$ cat config.mk
export PLATFORM = sky130hd
export DESIGN_NAME = pipe_stage_hs
export DESIGN_NICKNAME = d
export VERILOG_FILES = /design/src/rtl/pipe_pkg.sv /design/src/rtl/pipe_slot.sv /design/src/rtl/pipe_stage_hs.sv
export SDC_FILE = /design/constraint.sdc
export NUM_CORES = 1
export LEC_CHECK = 0
export CAP_MARGIN = 20
export CELL_PAD_IN_SITES_DETAIL_PLACEMENT = 1
export CELL_PAD_IN_SITES_GLOBAL_PLACEMENT = 2
export CORE_ASPECT_RATIO = 0.9
export CORE_MARGIN = 2
export CORE_UTILIZATION = 31
export CTS_CLUSTER_SIZE = 14
export DETAILED_ROUTE_END_ITERATION = 7
export PLACE_DENSITY = 0.91
export SLEW_MARGIN = 20
export SYNTH_ARGS = -nofsm -noshare
export SYNTH_HDL_FRONTEND = slang
export SYNTH_SLANG_ARGS = --single-unit
$ cat constraint.sdc
create_clock -name clk_i -period 4.1 [get_ports clk_i]
set_input_delay 0.41 -clock clk_i [delete_from_list [all_inputs] [get_ports clk_i]]
set_output_delay 0.41 -clock clk_i [all_outputs]
set_load 0.05 [all_outputs]
$ cat src/rtl/pipe_pkg.sv
// Shared definitions for the handshake pipeline stages: default widths,
// the bubble control value and the common control-field layout.
package pipe_pkg;

  localparam int DATA_W_DEF = 96;
  localparam int CTRL_W_DEF = 7;
  localparam int CNT_W_DEF  = 16;

  // Control value carried by an empty slot (no writes, no memory access).
  localparam logic [CTRL_W_DEF-1:0] CTRL_BUBBLE = '0;

  // Bit offsets of the control fields inside ctrl, shared by every stage.
  localparam int CTRL_ALUOP_LSB = 0;
  localparam int CTRL_ALUOP_MSB = 1;
  localparam int CTRL_ALUSRC    = 2;
  localparam int CTRL_REGWRITE  = 3;
  localparam int CTRL_MEMWRITE  = 4;
  localparam int CTRL_MEMREAD   = 5;
  localparam int CTRL_MEMTOREG  = 6;

  typedef enum logic [1:0] {
    ALUOP_ADD   = 2'b00,
    ALUOP_SUB   = 2'b01,
    ALUOP_FUNCT = 2'b10,
    ALUOP_RSVD  = 2'b11
  } aluop_e;

  // Packed view matching the offsets above (aluop in the low bits).
  typedef struct packed {
    logic   memtoreg;
    logic   memread;
    logic   memwrite;
    logic   regwrite;
    logic   alusrc;
    aluop_e aluop;
  } ctrl_t;

endpackage

$ cat src/rtl/pipe_slot.sv
// One pipeline entry: valid flag, payload and control. A cleared slot keeps
// its payload but zeroes its control, and control reads as bubble when empty.
module pipe_slot
  import pipe_pkg::*;
#(
  parameter int DATA_W = DATA_W_DEF,
  parameter int CTRL_W = CTRL_W_DEF
) (
  input  logic              clk,
  input  logic              rst,
  input  logic              load,
  input  logic              clear,
  input  logic [DATA_W-1:0] load_data,
  input  logic [CTRL_W-1:0] load_ctrl,
  output logic              valid,
  output logic [DATA_W-1:0] data,
  output logic [CTRL_W-1:0] ctrl
);

  logic              vld_p0;
  logic [DATA_W-1:0] data_p0;
  logic [CTRL_W-1:0] ctrl_p0;

  // Slot register: load wins over clear; clear never touches the payload.
  always_ff @(posedge clk) begin
    if (rst) begin
      vld_p0  <= 1'b0;
      data_p0 <= '0;
      ctrl_p0 <= CTRL_W'(CTRL_BUBBLE);
    end else if (load) begin
      vld_p0  <= 1'b1;
      data_p0 <= load_data;
      ctrl_p0 <= load_ctrl;
    end else if (clear) begin
      vld_p0  <= 1'b0;
      ctrl_p0 <= CTRL_W'(CTRL_BUBBLE);
    end
  end

  assign valid = vld_p0;
  assign data  = data_p0;
  assign ctrl  = vld_p0 ? ctrl_p0 : CTRL_W'(CTRL_BUBBLE);

endmodule

$ cat src/rtl/pipe_stage_hs.sv
// Valid/ready pipeline register between core stages. SKID=1 adds a second
// slot so ready_o comes straight from a flop; SKID=0 is a single slot whose
// ready passes through from downstream. Also counts stalled output cycles.
module pipe_stage_hs
  import pipe_pkg::*;
#(
  parameter int DATA_W = DATA_W_DEF,
  parameter int CTRL_W = CTRL_W_DEF,
  parameter int SKID   = 1,
  parameter int CNT_W  = CNT_W_DEF
) (
  input  logic              clk_i,
  input  logic              rst_i,
  input  logic              start_i,
  input  logic              stall_i,
  input  logic              flush_i,
  input  logic              valid_i,
  output logic              ready_o,
  input  logic [DATA_W-1:0] data_i,
  input  logic [CTRL_W-1:0] ctrl_i,
  output logic              valid_o,
  input  logic              ready_i,
  output logic [DATA_W-1:0] data_o,
  output logic [CTRL_W-1:0] ctrl_o,
  output logic [CNT_W-1:0]  stall_cnt_o
);

  logic              down_ok;
  logic              acc_in;
  logic              acc_out;
  logic              main_vld;
  logic              main_load;
  logic              main_clear;
  logic [DATA_W-1:0] main_src_data;
  logic [CTRL_W-1:0] main_src_ctrl;
  logic              skid_vld;
  logic [DATA_W-1:0] skid_data;
  logic [CTRL_W-1:0] skid_ctrl;
  logic [CNT_W-1:0]  stall_cnt_p0;

  function automatic logic [CNT_W-1:0] sat_inc(input logic [CNT_W-1:0] v);
    return (&v) ? v : v + CNT_W'(1);
  endfunction

  assign down_ok = ready_i & ~stall_i;
  assign acc_in  = start_i & valid_i & ready_o;
  assign acc_out = start_i & main_vld & down_ok;

  // The skid entry is always older than anything arriving, so it refills
  // main first. Flush suppresses every load, dropping a same-cycle arrival.
  assign main_src_data = skid_vld ? skid_data : data_i;
  assign main_src_ctrl = skid_vld ? skid_ctrl : ctrl_i;
  assign main_load     = ~flush_i & ((acc_in & (~main_vld | acc_out)) | (acc_out & skid_vld));
  assign main_clear    = flush_i | acc_out;

  pipe_slot #(.DATA_W(DATA_W), .CTRL_W(CTRL_W)) u_main (
    .clk       (clk_i),
    .rst       (rst_i),
    .load      (main_load),
    .clear     (main_clear),
    .load_data (main_src_data),
    .load_ctrl (main_src_ctrl),
    .valid     (main_vld),
    .data      (data_o),
    .ctrl      (ctrl_o)
  );

  generate
    if (SKID != 0) begin : g_skid
      logic skid_load;
      logic skid_clear;

      // An arrival that main cannot take this edge parks in the skid slot.
      assign skid_load  = ~flush_i & acc_in & main_vld & ~acc_out;
      assign skid_clear = flush_i | acc_out;
      assign ready_o    = start_i & ~skid_vld;

      pipe_slot #(.DATA_W(DATA_W), .CTRL_W(CTRL_W)) u_skid (
        .clk       (clk_i),
        .rst       (rst_i),
        .load      (skid_load),
        .clear     (skid_clear),
        .load_data (data_i),
        .load_ctrl (ctrl_i),
        .valid     (skid_vld),
        .data      (skid_data),
        .ctrl      (skid_ctrl)
      );
    end else begin : g_noskid
      assign skid_vld  = 1'b0;
      assign skid_data = '0;
      assign skid_ctrl = '0;
      assign ready_o   = start_i & (~main_vld | down_ok);
    end
  endgenerate

  assign valid_o = main_vld;

  // Stall counter: cycles with a valid output held back, saturating.
  always_ff @(posedge clk_i) begin
    if (rst_i) begin
      stall_cnt_p0 <= '0;
    end else if (start_i & main_vld & ~down_ok) begin
      stall_cnt_p0 <= sat_inc(stall_cnt_p0);
    end
  end

  assign stall_cnt_o = stall_cnt_p0;

endmodule

=== Yosys cells after proc, flatten, opt, wreduce, memory -nomap -nowiden ===
Index checks and enable logic that the tools add are counted.

* Flip-flop bits (word level): 224
* Bits of input ports: 110
* Output and inout bits: 121
* Word-level logic and storage cells: 44

* Bitwise logic cells: 23
* Add/sub/neg operators: 1
* Reductions and logical operators: 4
* Multiplexer cells: 9

{| class="wikitable"
|+ Operators by type and width
! operator !! number
|-
| $mux 96 || 1
|-
| $mux 7 || 5
|-
| $add 16x1->16 const B || 1
|-
| $reduce_and 16->1 || 1
|-
| $and 1x1->1 || 13
|-
| $not 1->1 || 7
|-
| $reduce_bool 2->1 || 2
|-
| $mux 1 || 3
|-
| $or 1x1->1 || 3
|-
| $reduce_and 2->1 || 1
|}

=== Longest topological paths before layout ===
* Depth after elaboration: 8
* Mapped depth: 9
* Depth with buffers taken out: 5

=== Modules after synthesis ===
From an unflattened synthesis, not the netlist that was laid out.

* Cells, all modules: 936
* Area total of the unflattened synthesis: 9963.3 µm²

{| class="wikitable"
|+ Modules (own cells, without submodules)
! module !! area each (µm²) !! cells an instance !! times used !! seq. area each (µm²)
|-
| pipe_slot || 3898.7 || 353 || 2 || 2082.0
|-
| pipe_stage_hs || 2165.8 || 230 || 1 || 320.3
|}

=== Worst setup path before layout ===
No wires, ideal clock.

* Path type: reg-to-reg
* Start: register stall_cnt_p0[1] (netlist: stall_cnt_o[1])
* End: register stall_cnt_p0[14] (netlist: stall_cnt_o[14])
* Setup time: 0.070 ns
* Period minus slack after synthesis: 2.163 ns
* Data arrival time: 2.093 ns
* Stages on the path, launching flop included: 6
* Path buffers: 0
* Data required time: 4.030 ns
* Setup slack: 1.937 ns
* Path through: dfxtp_1 > ha_1 > nand3_1 > or4_4 > or4_1 > a21oi_1

* Longest elaborated chain between the ends: 3
* Elaborated cells on any way between the ends: 4
* Those cells by class: add/sub (1); bitwise (1); reduce/logical (2)

{| class="wikitable"
|+ Ends and longest elaborated chain
! item !! line !! RTL
|-
| from (decl) || pipe_stage_hs.sv:39 || <nowiki>logic [CNT_W-1:0] stall_cnt_p0;</nowiki>
|-
| from (signal assigned) || pipe_stage_hs.sv:104 || <nowiki>stall_cnt_p0 <= sat_inc(stall_cnt_p0);</nowiki>
|-
| parallel branches: the longest is 3 deep, another holds $add 16x1->16 || -- ||
|}

Several ways; the timed one is not identified.
A chain may end at the register's enable or synchronous reset.

=== Worst setup path after layout ===
* Start: register g_skid.u_skid.vld_p0 (netlist: g_skid.u_skid.valid)
* End: output port ready_o

* Longest elaborated chain between the ends: 2

{| class="wikitable"
|+ Ends and longest elaborated chain
! item !! line !! RTL
|-
| from (decl) || pipe_slot.sv:20 || <nowiki>logic vld_p0;</nowiki>
|-
| from (signal assigned) || pipe_slot.sv:27 || <nowiki>vld_p0 <= 1'b0;</nowiki>
|-
| from (signal assigned) || pipe_slot.sv:31 || <nowiki>vld_p0 <= 1'b1;</nowiki>
|-
| from (signal assigned) || pipe_slot.sv:35 || <nowiki>vld_p0 <= 1'b0;</nowiki>
|-
| $not 1->1 || pipe_stage_hs.sv:76 || <nowiki>assign ready_o = start_i & ~skid_vld;</nowiki>
|-
| $and 1x1->1 || pipe_stage_hs.sv:76 ||
|-
| to (decl) || pipe_stage_hs.sv:18 || <nowiki>output logic ready_o,</nowiki>
|}

No other way between the ends.

==> qor.csv <==
metric,value,unit
Netlist cell types,38,
Synth top cells by count,"224 x dfxtp_1, 220 x nand2_1, 121 x a21oi_1",
Hold Crit Class,input pin to register,
Post-CTS Hold Fix Bufs,0,
top-level port count,231,
largest net degree at the start of global routing,201,
placed cell count,1591,
hold slack final,0.441,ns
critical path cell sequence,buf_4 -> nor2b_1 -> clkdlybuf4s50_1,
most numerous cell in the Yosys netlist,dfxtp_1,
CP required,3.69,ns
Via Count,8025,
peak supply drop,0.254,mV
worst path arrival time,2.43,ns
GRT Total Usage,16.8,%
Mean Syn Cell Area,8.69,sq um
Ant. Diodes,0,
share of async-settable or async-resettable flops after synthesis,0,%
Cells after Synth,1042,
Yosys top cell by area,dfxtp_1,
design area,12400,sq um
"CTS clk-pin slew, worst paths",0.06,ns
min-delay src,rst_i,
Yosys reg bits,224,
Post-DP HPWL,16700,um
Worst Clk Skew,0.0135,ns
Die Ht,166,um
initial antenna violation count,1,
vias per cell,4.91,
Worst-Margin Slew,0.959,ns
Max Cap Violations,0,
Pre-Repair DR Iteration Count,4,
Reg-to-Reg Start,u_main.valid,
initial core utilization,31.4,%
PwrDens,403,nW/um^2
GRT overflow,0,
chip width,184,um
Finished Layout Cells,1635,
Final #Nets,1333,
WS Path Type,register to output pin,
crit path max fanout,56,
leakage power,3.90,nW
drt total wl,26400,um
layout cells sized above 1,4.84,%
CP Launch Type,register,
synthesized area,9060,sq um
CTS buffer count,25,
"antenna viol nets, final",0,
setup TNS,0,ns
number of setup violations in the final report,0,
Ys Warns,0,
"Top FF cell, synth",dfxtp_1,
Max transition margin,36.1,%
routability congestion estimate,0.744,
Fmax,352,MHz
crit path time final,2.84,ns
RSZ-0062 raised after global routing,no,
clock root buffer,clkbuf_16,
Std-Cell Rows,59,
worst-case clock buffer depth,3,
Setup Buffers After CTS,0,
H-tree Lvls,1,
leading post-synthesis cells by cell area,"dfxtp_1 49%, mux2i_1 11%, nand2_1 9.1%, a211oi_1 8.0%, a21oi_1 6.7%",
worst skew pair latency,0.52,ns
first-pass GRT wire length,42300,um
DIE AREA,30600,sq um
mean routed wirelength per cell,16.1,um
Crit path max-delay family,buffers and inverters,
post-synth top area share,49.5,%
Port-buffer cells,230,
Crit-path slowest cell,clkdlybuf4s50_1,
DRC Markers,0,
DRT iter0 DRCs,351,
Layout area overhead,36.8,%
Final Slew Violations,0,
largest stage delay on the critical path,0.74,ns
final number of hold-violating endpoints,0,
"EDFF count, synth",0,
Syn Nets,1153,
vias in the first global route,7970,
Area after DPL,11600,sq um
Final period util,69.3,%
post_cts resized,0,
CP startpoint,g_skid.u_skid.valid,
status,"finished, final reports clean",
Sinks on Clock Net,224,
"Seq/Total Area, Yosys",49.5,%
crit path capture type,output pin,
CTS tree,done,
core area,28900,sq um
Bufs and invs on worst path,2,
-- routing by layer --
layer / global-route usage (%) / routed length (um) / up-vias
met5: 0 / 13 / -
met4: 3.90 / 587 / 2
met3: 3.05 / 1120 / 37
met2: 28.2 / 12400 / 161
met1: 22.3 / 12200 / 3844
li1: - / - / 3981
-- logic make-up (layout without fill, tap and decap cells) --
logic type      Yosys count  count (layout)  share of synthesized area (%)
compound gates          232             232                           15.9
fa+ha+maj                 1               1                          0.138
buf+inv                  89             286                           4.28
flops                   224             224                           49.5
mux                     108             108                           12.1
simple gates            388             388                           18.1
-- metrics by stage --
step                setup WS (ns)  util (%)  total power, W
floorplan                    1.94         -         0.00265
global placement             1.19      40.3         0.00292
detailed placement           1.09      40.3         0.00293
CTS                          1.17      42.9         0.00507
global route                 1.11      42.9         0.00521
finish                       1.26      42.9         0.00500
-- final timing paths --
path / end / slack, ns / depth (start not counted)
setup / recovery: ready_o / 1.26 / 3
hold / removal: stall_cnt_o[4] / 0.44 / 2
setup reg to reg: g_skid.u_skid.data[48] / 1.41 / 5
hold reg to reg: g_skid.u_skid.data[43] / 0.45 / 2
-- layout make-up --
class | count | area (sq um)
Timing Repair Buffer | 239 | 2410
Fill cell | 3321 | 16500
Clock buffer | 37 | 722
Multi-Input combinational cell | 729 | 4230
Clock inverter | 7 | 42.5
Inverter | 3 | 11.3
Tap cell | 396 | 495
Sequential cell | 224 | 4490
-- worst register-to-register path, cell delays in order, from the launching register on --
cell,delay [ns]
dfxtp_1,0.71
and4b_1,0.58
and3_4,0.60
buf_4,0.48
nand2_1,0.11
a21oi_1,0.14
-- registers in the layout (all words and copies together), names as in the netlist --
register	cells
g_skid.u_skid.valid	1
u_main.ctrl_p0	7
u_main.data	96
g_skid.u_skid.data	96
stall_cnt_o	16
g_skid.u_skid.ctrl_p0	7
u_main.valid	1
-- power by group --
| part | leakage [nW] | switching [W] | internal, W |
|---|---|---|---|
| clock | 0.380 | 0.000905 | 0.00122 |
| sequential | 1.82 | 0.0000350 | 0.00223 |
| combinational | 1.70 | 0.000365 | 0.000244 |
| total | 3.90 | 0.00130 | 0.00370 |
-- placed cells by master (no fill, tap or decap), types with 5 or more instances in the layout --
master           Yosys  routed
a211oi_1            97      96
a21oi_1            121     121
and2_1               8       8
buf_4                4       6
clkbuf_1            49       8
clkbuf_16            0      26
clkdlybuf4s50_1      0     229
clkinv_2             0       5
dfxtp_1            224     223
mux2_2               7       7
mux2i_1             97      97
nand2_1            220     220
nand3_1             14      13
nor2_1             105     105
nor2b_1              6       6
nor4_1               5       5
o31ai_1              7       7
or4_1                6       6
(Power assumes the default switching activity.)
==> edit (same flow settings) <==
Set the package constant `DATA_W_DEF` to 92 (it was 96).
--- a/src/rtl/pipe_pkg.sv
+++ b/src/rtl/pipe_pkg.sv
@@ -2,7 +2,7 @@
 // the bubble control value and the common control-field layout.
 package pipe_pkg;
 
-  localparam int DATA_W_DEF = 96;
+  localparam int DATA_W_DEF = 92;
   localparam int CTRL_W_DEF = 7;
   localparam int CNT_W_DEF  = 16;
 
Ports: changed (resized data_i and data_o); port bits go from 231 to 223. No check against the original RTL was run, so the function may have changed too.
==> edit against the original RTL <==
  * Fmax grew 5.2%
  * Total power shrank 3.2%
  * Area after synthesis shrank 1.6%
  * Design area shrank 3.1%
  * Via count shrank 3.5%
  * Highest routed layer unchanged
  * Sequential cell count shrank 8
  * Critical endpoint is now ctrl_o[5]
  * Sequential share of layout area shrank 0.19 points
  * Routed wire length shrank 2.8%
  * Setup slack gained 0.14 ns
==> edit: results (changes against the original RTL) <==
status=finished, final reports clean; Commonest cells post-synth=dfxtp_1 (216), nand2_1 (214), a21oi_1 (114); DP Wirelength=16,300 um (-2.3%); slew margin rel.=31.7% (-4.4 points); met3 Use GR=3.53% (+0.48 points); GRT Total Usage=16.5% (-0.24 points); Buffers on Ports=222 (-3.5%); worst setup path startpoint=u_main.valid; first-pass GRT wire length=40,800 um (-3.6%); mux contribution to synthesized area=11.9% (-0.21 points); M2 GR Usage=28.7% (+0.49 points); Cell Area, Placed=11,300 um2 (-3.1%); Vias/cell=4.98 (+1.4%); sequential power share=45.2% (-0.2 points); nets=1,290 (-3.2%); switching power=1.24 mW (-5.0%); wire length on met2=12,200 um (-1.8%); r2r endpoint=g_skid.u_skid.data[79]; VDD IR-drop max=0.310 mV (+22%); Seq/Total Area, Yosys=48.5% (-1.0 points); Synth Area per Inst=8.80 um2 (+1.2%); Filler cells=3,212 (-3.3%); Setup WS post-layout=1.40 ns (+0.140 ns); met1 usage=21.2% (-1.1 points); hold slack=0.448 ns (+0.00667 ns); P_leak=3.78 nW (-3.0%); total clock network power=2.07 mW (-2%); delay of the slowest critical-path stage=0.86 ns (+0.12 ns); top cells by area, synth=dfxtp_1 (48%), mux2i_1 (10%), nand2_1 (9.0%), a211oi_1 (7.9%), a21oi_1 (6.4%); drt wl/cell=16.5 um (+2.1%); initial DRC count=308 (-12%); dpl cells=1,516 (-4.7%); largest net degree at the start of global routing=113 (-44%); post-synthesis compound-gate area fraction=15.8% (-0.055 points); Final GP Congestion=0.728 (-2.1%); met1 WL=11,600 um (-4.8%); peak fanout along the critical path=15 (-73%); Synth Area in Adders=0.140% (+0.0022 points); clk_skew=0.0137 ns (+0.000187 ns); Setup crit end=ctrl_o[5]; Post-Syn Nets=1,120 (-2.9%); clock group share of total power=42.7% (+0.2 points); synth unique cells=47 (+24%)
[edit: cell types whose count changed in the layout (fill, tap and decap cells not counted), moves of 5 or more]
cell             unedited run  this run
a21oi_1                   121       114
dfxtp_1                   223       215
nand2_1                   220       214
clkdlybuf4s50_1           229       221
clkbuf_1                    8         2
or4_1                       6         1
[edit: layout make-up]
type	count	area share, %
clock buffers	33	5.96
clock inverters	7	0.312
inverters	4	0.125
multi-input cells	707	34.4
flip-flops and latches	216	36.0
well taps	360	3.75
repair buffers	229	19.5
[edit: worst min-delay path by stage]
| stage | to | cells after the start |
|---|---|---|
| finish | stall_cnt_o[3] | 2 |
| global route | g_skid.u_skid.data[51] | 2 |
| CTS | g_skid.u_skid.ctrl_p0[4] | 2 |
| detailed placement | g_skid.u_skid.ctrl_p0[4] | 2 |
| global placement | g_skid.u_skid.ctrl_p0[5] | 2 |
| floorplan | g_skid.u_skid.ctrl_p0[0] | 2 |
